`src/rtl/elevator_ctrl_3f_pkg.sv`:
```
// Shared types, display codes and small decode helpers for the three-floor
// elevator controller. The display constants are also what the downstream
// 7-segment decoder expects on {i2,i1,i0}.
`timescale 1ns/1ps
package elevator_ctrl_3f_pkg;

  // Controller states, 3-bit sequential encoding.
  typedef enum logic [2:0] {
    ST_IDLE  = 3'd0,
    ST_UP    = 3'd1,
    ST_DOWN  = 3'd2,
    ST_DOOR  = 3'd3,
    ST_FAULT = 3'd4
  } state_t;

  // Display codes consumed by the decoder.
  localparam logic [2:0] DISP_F0   = 3'b000;
  localparam logic [2:0] DISP_F1   = 3'b001;
  localparam logic [2:0] DISP_F2   = 3'b010;
  localparam logic [2:0] DISP_UP   = 3'b011;
  localparam logic [2:0] DISP_DN   = 3'b100;
  localparam logic [2:0] DISP_STOP = 3'b111;

  // More than one floor sensor active at once: physically impossible.
  function automatic logic sens_multi(input logic [2:0] s);
    return (s[0] & s[1]) | (s[0] & s[2]) | (s[1] & s[2]);
  endfunction

  // Exactly one floor sensor active: the car is level with a floor.
  function automatic logic sens_one(input logic [2:0] s);
    return (s == 3'b001) || (s == 3'b010) || (s == 3'b100);
  endfunction

  // Floor index of a one-hot sensor vector (only meaningful when sens_one).
  function automatic logic [1:0] sens_flr(input logic [2:0] s);
    if (s[2])      return 2'd2;
    else if (s[1]) return 2'd1;
    else           return 2'd0;
  endfunction

  // One-hot mask for a floor index.
  function automatic logic [2:0] flr_mask(input logic [1:0] f);
    case (f)
      2'd0:    return 3'b001;
      2'd1:    return 3'b010;
      2'd2:    return 3'b100;
      default: return 3'b000;
    endcase
  endfunction

  // Any pending request strictly above floor f.
  function automatic logic req_above(input logic [2:0] req, input logic [1:0] f);
    case (f)
      2'd0:    return req[1] | req[2];
      2'd1:    return req[2];
      default: return 1'b0;
    endcase
  endfunction

  // Any pending request strictly below floor f.
  function automatic logic req_below(input logic [2:0] req, input logic [1:0] f);
    case (f)
      2'd2:    return req[0] | req[1];
      2'd1:    return req[0];
      default: return 1'b0;
    endcase
  endfunction

  // Display code for a given state and current floor.
  function automatic logic [2:0] disp_for(input state_t st, input logic [1:0] f);
    case (st)
      ST_UP:    return DISP_UP;
      ST_DOWN:  return DISP_DN;
      ST_FAULT: return DISP_STOP;
      default: begin
        case (f)
          2'd0:    return DISP_F0;
          2'd1:    return DISP_F1;
          default: return DISP_F2;
        endcase
      end
    endcase
  endfunction

endpackage

```
`src/rtl/elevator_ctrl_3f_timer.sv`:
```
// Loadable down-counter with a done flag. Load has priority over counting;
// the count parks at zero so done stays asserted until the next load.
`timescale 1ns/1ps
module elev_timer #(
  parameter int W = 4
) (
  input  logic         clk,
  input  logic         rst,
  input  logic         load,
  input  logic [W-1:0] load_val,
  input  logic         en,
  output logic         done
);

  logic [W-1:0] cnt;

  // Count down while enabled, reload on request, hold at zero.
  always_ff @(posedge clk) begin
    if (rst) begin
      cnt <= '0;
    end else if (load) begin
      cnt <= load_val;
    end else if (en && (cnt != '0)) begin
      cnt <= cnt - 1'b1;
    end
  end

  assign done = (cnt == '0);

endmodule

```
`src/rtl/elevator_ctrl_3f.sv`:
```
// Three-floor elevator controller: latches calls, picks a direction, drives
// the motor, times the door and produces the display code for the decoder.
// All outputs are registered from the next state, so they change on the same
// edge as the state. dbg_state mirrors the FSM state for observation.
//
// Handshake note: there is no valid/ready traffic here; call_btn is a level
// that is folded into the request latch every cycle it is high.
`timescale 1ns/1ps
module elevator_ctrl_3f
  import elevator_ctrl_3f_pkg::*;
#(
  parameter int DOOR_CYCLES = 50_000_000,
  parameter int TRAVEL_MAX  = 200_000_000
) (
  input  logic       clk,
  input  logic       rst,
  input  logic [2:0] call_btn,
  input  logic [2:0] flr_sens,
  input  logic       door_obst,
  output logic       motor_up,
  output logic       motor_dn,
  output logic       door_open,
  output logic [2:0] disp_code,
  output logic       fault,
  output logic [2:0] dbg_state
);

  localparam int DW = (DOOR_CYCLES > 2) ? $clog2(DOOR_CYCLES) : 1;
  localparam int TW = (TRAVEL_MAX  > 2) ? $clog2(TRAVEL_MAX)  : 1;
  localparam logic [DW-1:0] DOOR_LOAD   = DW'(DOOR_CYCLES - 1);
  localparam logic [TW-1:0] TRAVEL_LOAD = TW'(TRAVEL_MAX - 1);

  state_t     state, state_n;
  logic [1:0] cur_flr, flr_n;
  logic [2:0] req;
  logic [2:0] req_clr;
  logic [2:0] req_set;
  logic       arrive;
  logic       moving;
  logic       door_reload;
  logic       door_done;
  logic       travel_done;
  logic       s_one;
  logic [1:0] s_flr;

  assign moving      = (state == ST_UP) || (state == ST_DOWN);
  assign door_reload = (state == ST_DOOR) && (door_obst || call_btn[cur_flr]);
  assign s_one       = sens_one(flr_sens);
  assign s_flr       = sens_flr(flr_sens);
  assign dbg_state   = state;

  // A call at the floor whose door is open only holds the door; it never latches.
  assign req_set = call_btn & ~((state == ST_DOOR) ? flr_mask(cur_flr) : 3'b000);

  // Door timer holds DOOR_CYCLES-1 whenever the door is shut, so entry starts a full period.
  elev_timer #(.W(DW)) u_door_tmr (
    .clk      (clk),
    .rst      (rst),
    .load     ((state != ST_DOOR) || door_reload),
    .load_val (DOOR_LOAD),
    .en       (state == ST_DOOR),
    .done     (door_done)
  );

  // Travel timer restarts at every departure and every floor passed.
  elev_timer #(.W(TW)) u_travel_tmr (
    .clk      (clk),
    .rst      (rst),
    .load     (!moving || arrive),
    .load_val (TRAVEL_LOAD),
    .en       (moving),
    .done     (travel_done)
  );

  // Next-state decode: direction choice, floor arrival, door timeout, faults.
  always_comb begin
    state_n = state;
    flr_n   = cur_flr;
    req_clr = 3'b000;
    arrive  = 1'b0;
    case (state)
      ST_IDLE: begin
        if (req[cur_flr]) begin
          state_n = ST_DOOR;
          req_clr = flr_mask(cur_flr);
        end else if (req_above(req, cur_flr)) begin
          state_n = ST_UP;
        end else if (req_below(req, cur_flr)) begin
          state_n = ST_DOWN;
        end
      end
      ST_UP: begin
        // The old floor's sensor lingers while the car departs; ignore it.
        if (s_one && (s_flr != cur_flr)) begin
          if (s_flr == cur_flr + 2'd1) begin
            arrive = 1'b1;
            flr_n  = s_flr;
            if (req[s_flr]) begin
              state_n = ST_DOOR;
              req_clr = flr_mask(s_flr);
            end else if (req_above(req, s_flr)) begin
              state_n = ST_UP;
            end else begin
              state_n = ST_IDLE;
            end
          end else begin
            state_n = ST_FAULT;
          end
        end else if (travel_done) begin
          state_n = ST_FAULT;
        end
      end
      ST_DOWN: begin
        if (s_one && (s_flr != cur_flr)) begin
          if (s_flr == cur_flr - 2'd1) begin
            arrive = 1'b1;
            flr_n  = s_flr;
            if (req[s_flr]) begin
              state_n = ST_DOOR;
              req_clr = flr_mask(s_flr);
            end else if (req_below(req, s_flr)) begin
              state_n = ST_DOWN;
            end else begin
              state_n = ST_IDLE;
            end
          end else begin
            state_n = ST_FAULT;
          end
        end else if (travel_done) begin
          state_n = ST_FAULT;
        end
      end
      ST_DOOR: begin
        if (!door_reload && door_done) begin
          state_n = ST_IDLE;
        end
      end
      ST_FAULT: begin
        state_n = ST_FAULT;
      end
      default: begin
        state_n = ST_FAULT;
      end
    endcase
    // Conflicting sensors mean the position is unknown, whatever the state.
    if (sens_multi(flr_sens)) begin
      state_n = ST_FAULT;
      flr_n   = cur_flr;
      req_clr = 3'b000;
      arrive  = 1'b0;
    end
  end

  // Request latch: new calls accumulate; servicing a floor clears it and wins.
  always_ff @(posedge clk) begin
    if (rst) begin
      req <= 3'b000;
    end else begin
      req <= (req | req_set) & ~req_clr;
    end
  end

  // FSM state, current floor and all registered outputs, derived from the next state.
  always_ff @(posedge clk) begin
    if (rst) begin
      state     <= ST_IDLE;
      cur_flr   <= 2'd0;
      motor_up  <= 1'b0;
      motor_dn  <= 1'b0;
      door_open <= 1'b0;
      fault     <= 1'b0;
      disp_code <= DISP_F0;
    end else begin
      state     <= state_n;
      cur_flr   <= flr_n;
      motor_up  <= (state_n == ST_UP);
      motor_dn  <= (state_n == ST_DOWN);
      door_open <= (state_n == ST_DOOR);
      fault     <= (state_n == ST_FAULT);
      disp_code <= disp_for(state_n, flr_n);
    end
  end

endmodule

```
`config.mk`:
```
export PLATFORM = sky130hd
export DESIGN_NAME = elevator_ctrl_3f
export DESIGN_NICKNAME = d
export VERILOG_FILES = /design/src/rtl/elevator_ctrl_3f_pkg.sv /design/src/rtl/elevator_ctrl_3f_timer.sv /design/src/rtl/elevator_ctrl_3f.sv
export SDC_FILE = /design/constraint.sdc
export NUM_CORES = 1
export LEC_CHECK = 0
export CORE_ASPECT_RATIO = 1.4
export CORE_MARGIN = 10
export CORE_UTILIZATION = 60
export CTS_CLUSTER_DIAMETER = 30
export DETAILED_ROUTE_END_ITERATION = 7
export PLACE_DENSITY = 0.79
export SYNTH_ARGS = -nofsm -noshare
export SYNTH_HDL_FRONTEND = slang
export SYNTH_HIERARCHICAL = 1
export SYNTH_SLANG_ARGS = --single-unit
```
`constraint.sdc`:
```
create_clock -name clk -period 6.95 [get_ports clk]
set_clock_uncertainty 0.05 [all_clocks]
set_input_delay 1.39 -clock clk [delete_from_list [all_inputs] [get_ports clk]]
set_output_delay 1.39 -clock clk [all_outputs]
set_load 0.005 [all_outputs]
```
# ---- After elaboration in Yosys (flattened, before gate mapping)
# Cells that the tools add are included.
# W data, S select, Z words.
dict set report totals {
  regBits 69
  output_inout_bits 10
}
dict set report op_classes {
  n_addsub 4
  order_cmp 2
  n_eq_ne 19
  mux 69
  n_bitwise 12
  reduce_logical 25
}
# cell n
set ops {}
lappend ops {{$mux W28} 2}
lappend ops {{$mux W3} 18}
lappend ops {{$mux W26} 2}
lappend ops {{$pmux W3 S3} 4}
lappend ops {{$logic_not A28 Y1} 1}
lappend ops {{$reduce_bool A28 Y1} 1}
lappend ops {{$sub A28 B1 Y28 const B} 1}
lappend ops {{$logic_not A26 Y1} 1}
lappend ops {{$reduce_bool A26 Y1} 1}
lappend ops {{$sub A26 B1 Y26 const B} 1}
lappend ops {{$mux W1} 23}
lappend ops {{$mux W2} 9}
lappend ops {{$eq A3 B2 Y1 const B} 5}
lappend ops {{$pmux W3 S4} 1}
lappend ops {{$pmux W1 S2} 5}
lappend ops {{$eq A3 B1 Y1 const B} 3}
lappend ops {{$pmux W2 S2} 2}
lappend ops {{$and A3 B3 Y3} 2}
lappend ops {{$bmux W1 S2} 3}
lappend ops {{$eq A2 B1 Y1 const B} 3}
lappend ops {{$eq A3 B3 Y1 const B} 2}
lappend ops {{$logic_not A2 Y1} 3}
lappend ops {{$logic_or A1 B1 Y1} 6}
lappend ops {{$lt A2 B3 Y1 const B} 2}
lappend ops {{15 further kinds} 30}

# ---- Depth between registers and ports, before layout
dict set report logic_depth {
  depth_word 16
  depth_mapped 13
}

# ---- By module
# The synthesis kept the hierarchy.
# module instances cells_per_inst area_per_inst_um2
set modules_own_cells {}
lappend modules_own_cells {{elev_timer (u_travel_tmr)} 1 214 1747.9}
lappend modules_own_cells {{elev_timer (u_door_tmr)} 1 201 1654.1}
lappend modules_own_cells {elevator_ctrl_3f 1 159 1295.0}

# ---- Worst setup path before layout
# Ideal clock, no wire load.
dict set report synth_path {
  kind {in2reg}
  start {in flr_sens[2]}
  end {reg u_travel_tmr.cnt[11]}
  setup_ns 0.091
  arrival_ns 3.113
  path_slack_ns 3.696
  cell_stages 10
  path_cell_list {buf_4 xnor2_1 xnor2_1 o21ai_2 clkbuf_1 inv_1 clkbuf_1 clkbuf_1 nor2_1 a311oi_1}
}
dict set report synth_via {
  elab_chain_len 9
  word_cells_on_any_way 22
}
# item line_no
set synth_lines {}
lappend synth_lines {{start: declaration} elevator_ctrl_3f.sv:18} ;# input logic [2:0] flr_sens,
lappend synth_lines {{$eq A3 B1 Y1 / $eq A3 B2 Y1 (equally long branches)} elevator_ctrl_3f_pkg.sv:31} ;# return (s == 3'b001) || (s == 3'b010) || (s == 3'b100);
lappend synth_lines {{$logic_or A1 B1 Y1 (2 in series)} elevator_ctrl_3f_pkg.sv:31}
lappend synth_lines {{$logic_and A1 B1 Y1} {elevator_ctrl_3f.sv:94, elevator_ctrl_3f.sv:114}}
lappend synth_lines {{$mux W1, on equally long branches} {elevator_ctrl_3f.sv:114, elevator_ctrl_3f.sv:94}}
lappend synth_lines {{$pmux W1 S2} elevator_ctrl_3f.sv:81} ;# case (state)
lappend synth_lines {{$mux W1 (*)} elevator_ctrl_3f.sv:146} ;# if (sens_multi(flr_sens)) begin
lappend synth_lines {{$logic_or A1 B1 Y1 (*)} elevator_ctrl_3f.sv:69} ;# .load (!moving || arrive),
lappend synth_lines {{$reduce_or A2 Y1 (no line) (*)} -}
lappend synth_lines {{end signal: assignment} elevator_ctrl_3f_timer.sv:22} ;# cnt <= load_val;
lappend synth_lines {{end signal: assignment} elevator_ctrl_3f_timer.sv:24} ;# cnt <= cnt - 1'b1;
lappend synth_lines {{end: declaration} elevator_ctrl_3f_timer.sv:15} ;# logic [W-1:0] cnt;
# Mark *: on every way between the ends. The rest lies on a longest branch, timed or not.
# A chain may end at the register's enable or synchronous reset.

# ---- Final worst setup path
dict set report layout_path {
  start {in flr_sens[1]}
  end {reg u_travel_tmr.cnt[16]}
}
dict set report layout_via {
  elab_chain_len 9
  word_cells_on_any_way 24
}
# item line_no
set layout_lines {}
lappend layout_lines {{$mux W1 (tied with other cells)} elevator_ctrl_3f_pkg.sv:37} ;# else if (s[1]) return 2'd1;
lappend layout_lines {{$mux W2 / $logic_or A1 B1 Y1 (equally long branches)} {elevator_ctrl_3f_pkg.sv:36, elevator_ctrl_3f_pkg.sv:31}}
lappend layout_lines {{$eq A2 B2 Y1 (tied with other cells)} elevator_ctrl_3f.sv:115} ;# if (s_flr == cur_flr - 2'd1) begin
lappend layout_lines {{$mux W1 (tied with other cells)} elevator_ctrl_3f.sv:115}
lappend layout_lines {{$mux W1, on equally long branches} {elevator_ctrl_3f.sv:114, elevator_ctrl_3f.sv:94}}
lappend layout_lines {{$pmux W1 S2} elevator_ctrl_3f.sv:81}
lappend layout_lines {{$mux W1 (*)} elevator_ctrl_3f.sv:146}
lappend layout_lines {{$logic_or A1 B1 Y1 (*)} elevator_ctrl_3f.sv:69}
lappend layout_lines {{$mux W28 / $reduce_bool A2 Y1 (equally long branches)} -}
# Marked as above.

==> results.toml <==
[run_status]
status = "completed"

[die]
die-area_sq_um = 11820
num_io_pins = 19
die_h_um = 124.7
initial_core_util = 0.6098
die_w_um = 94.78
rows = 38
core_area_sq_um = 7702

[clock_network]
cts-resized-gates = 0
cts_buffers = 9
post_cts_buffers = 0
clkLatencyLatePin_ns = 0.36
holdBufCountCts = 0
max-clock-path-buffers = 2
clock-sinks = 69
cts-root-buf = "clkbuf_8"
cts_tree = "done"
htree_levels = 3
clkTransAtPathRegs_ns = 0.07

[setup_path]
cp_slowest_cell = "clkdlybuf4s50_1"
path_max_fanout = 27
cp.arrival_ns = 4.66
cp_cell_sequence = "clkdlybuf4s50_1 -> or3b_1 -> nor2_1 -> a21oi_1 -> o21ai_2 -> inv_1 -> buf_4 -> and4_1 -> a2111oi_0"
path_class = "input pin to flip-flop"
worstSetupEndpointType = "flip-flop"
crit_required_ns = 7.15
cp-start-kind = "input pin"
max_stage_delay_ns = 0.75

[timing]
hold_violations = 0
fmax_ghz = 0.2241
period_needed_ns = 4.462
rsz0062_at_grt = "no"
worstMarginPinSlew_ns = 1.277
slew_violations = 0
setup_viol_count_final = 0
min_period_over_period = 0.6420
relSlewSlack = 0.1448
setup-tns-final_ns = 0

[yosys]
netlist-cell-type-count = 78
syn_inst = 574
synth.area.top_cells = "dfxtp_1 29%, a311oi_1 4.8%, nor2_1 4.8%"
yosysTopAreaCellShare = 0.2941
synth_edf_count = 0
synth_common_cells = "69 x dfxtp_1, 60 x nor2_1, 28 x nand2_1, 27 x inv_1"
ys_ff_latch = 69
synth_top_area_cell = "dfxtp_1"
yosysWarnings = 6
netlist_area_sq_um = 4697
avgSynthCellArea_sq_um = 8.183
synthArstFlopShare = 0
seq_area_frac_synth = 0.2941
synth.most_common_cell = "dfxtp_1"
yosys_most_used_dff = "dfxtp_1"

[finish]
instances_no_fill = 728
drive_above_1_share = 0.07962
n_antenna_cell = 0
n_fill_cell = 671
fin_util = 0.6779
syn_to_final_growth_pct = 11.16
nets = 640

[global_route]
grt_max_degree = 64
grt-ovfl-total = 0
grt_pass1_wl_mm = 19.30
first_global_vias = 4152
grt_antenna_before_repair = 0
track_usage = 0.1957

[place]
gp_congestion = 0.9132
io_buffers = 18
place_inst = 712
dp_hpwl_mm = 7.885

[detailed_routing]
drt-pass1-iter-count = 5
initialDrtViolationCount = 187
ant_nets = 0
vias_per_cell = 6.007
wl_mm = 11.25
num_vias = 4373
avgRoutedWirePerCell_um = 15.46
drc_errors = 0

[pwr]
irDropWorstVdd_uv = 122.3
p_leak_nw = 1.891
p_per_area_nw_per_um2 = 175.5

[worst_hold_path]
min_path_type = "flip-flop to flip-flop"

[flow_run]
max_cap_violations = 0
-- critical path, delay by kind of cell --
| family | cells | cell delay [ns] |
|---|---|---|
| buffers and inverters | 3 | 1.61 |
| AND/OR/NAND/NOR | 3 | 0.71 |
| AO/OA/AOI/OAI | 3 | 0.94 |
-- stage by stage --
| step | worst slack [ns] | total power [mW] | hold WS (ns) | area (sq um) |
|---|---|---|---|---|
| 2_1_floorplan | 3.696 | 0.5759 | 0.4244 | 4896 |
| 3_3_place_gp | 2.286 | 0.6136 | 0.4410 | 5050 |
| 3_5_place_dp | 2.098 | 0.6204 | 0.4398 | 5050 |
| 4_1_cts | 2.509 | 0.9197 | 0.4554 | 5221 |
| 5_1_grt | 2.255 | 0.9598 | 0.5009 | 5221 |
| 6_report | 2.488 | 0.9163 | 0.4586 | 5221 |
-- metal layers --
layer	track usage	vias to the layer above	share of wire
li1	-	2236	-
met1	0.2299	2069	0.43
met2	0.3363	57	0.53
met3	0.03317	11	0.028
met4	0.08039	0	0.010
met5	0	-	0
-- cells in the final DEF, fill, tap and decap left out, types with 4 or more instances in the layout --
cell	count
nand2b_1	7
a21oi_1	24
nor3_1	11
clkbuf_8	11
or4_1	12
o31ai_1	7
conb_1	55
and2_1	5
nor4_1	11
o21ai_0	21
ha_1	8
dfxtp_1	69
nand4_1	7
o22ai_1	4
a31oi_1	5
a311oi_1	26
nor3b_1	8
clkbuf_1	4
mux2i_1	4
nand2_1	28
and4_1	15
nor2_1	60
xnor2_1	13
or2_2	4
and3_1	8
inv_1	27
or3_1	22
o21ai_1	4
nor2b_1	14
a211oi_1	17
buf_4	4
a2111oi_0	15
clkdlybuf4s50_1	17
-- final timing paths --
kind / startpoint / end / slack [ns] / depth (start not counted)
min: u_door_tmr/cnt[16]$_SDFFE_PP0P_ / u_door_tmr/cnt[16]$_SDFFE_PP0P_ / 0.46 / 2
max: flr_sens[1] / u_travel_tmr/cnt[16]$_SDFFE_PP0P_ / 2.49 / 9
max reg2reg: cur_flr[0]$_SDFF_PP0_ / u_travel_tmr/cnt[16]$_SDFFE_PP0P_ / 2.87 / 9
min reg2reg: u_door_tmr/cnt[16]$_SDFFE_PP0P_ / u_door_tmr/cnt[16]$_SDFFE_PP0P_ / 0.46 / 2
-- power by group --
part | internal, mW | total, mW | leakage [nW] | switching (mW)
Sequential | 0.422 | 0.454 | 0.574 | 0.0319
Clock | 0.149 | 0.302 | 0.0877 | 0.152
Combinational | 0.0662 | 0.161 | 1.23 | 0.0946
-- cell type report --
cell class / instances / area (sq um) / share of cell area
Clock buffer: 15 / 166.4 / 0.03187
Clock inverter: 1 / 5.005 / 0.0009585
Inverter: 28 / 105.1 / 0.02013
Multi-Input combinational cell: 493 / 3233 / 0.6192
Sequential cell: 69 / 1381 / 0.2646
Tap cell: 100 / 125.1 / 0.02396
Timing Repair Buffer: 22 / 205.2 / 0.03930
-- cell families after synthesis --
group,count (synthesis),synth area share
xor+xnor,15,0.02797
other cells,2,0.001599
flops,69,0.2941
simple gates,242,0.3119
compound gates,165,0.2619
buf+inv,65,0.05993
mux,7,0.01891
fa+ha+maj,9,0.02371
-- sequential cells by signal (all words and copies together) (netlist names) --
name / cells
motor_up: 1
fault: 1
disp_code: 3
u_travel_tmr/cnt: 28
req: 3
dbg_state: 3
door_open: 1
motor_dn: 1
u_door_tmr/cnt: 26
cur_flr: 2
No activity file was read; power rests on OpenSTA's default activity.
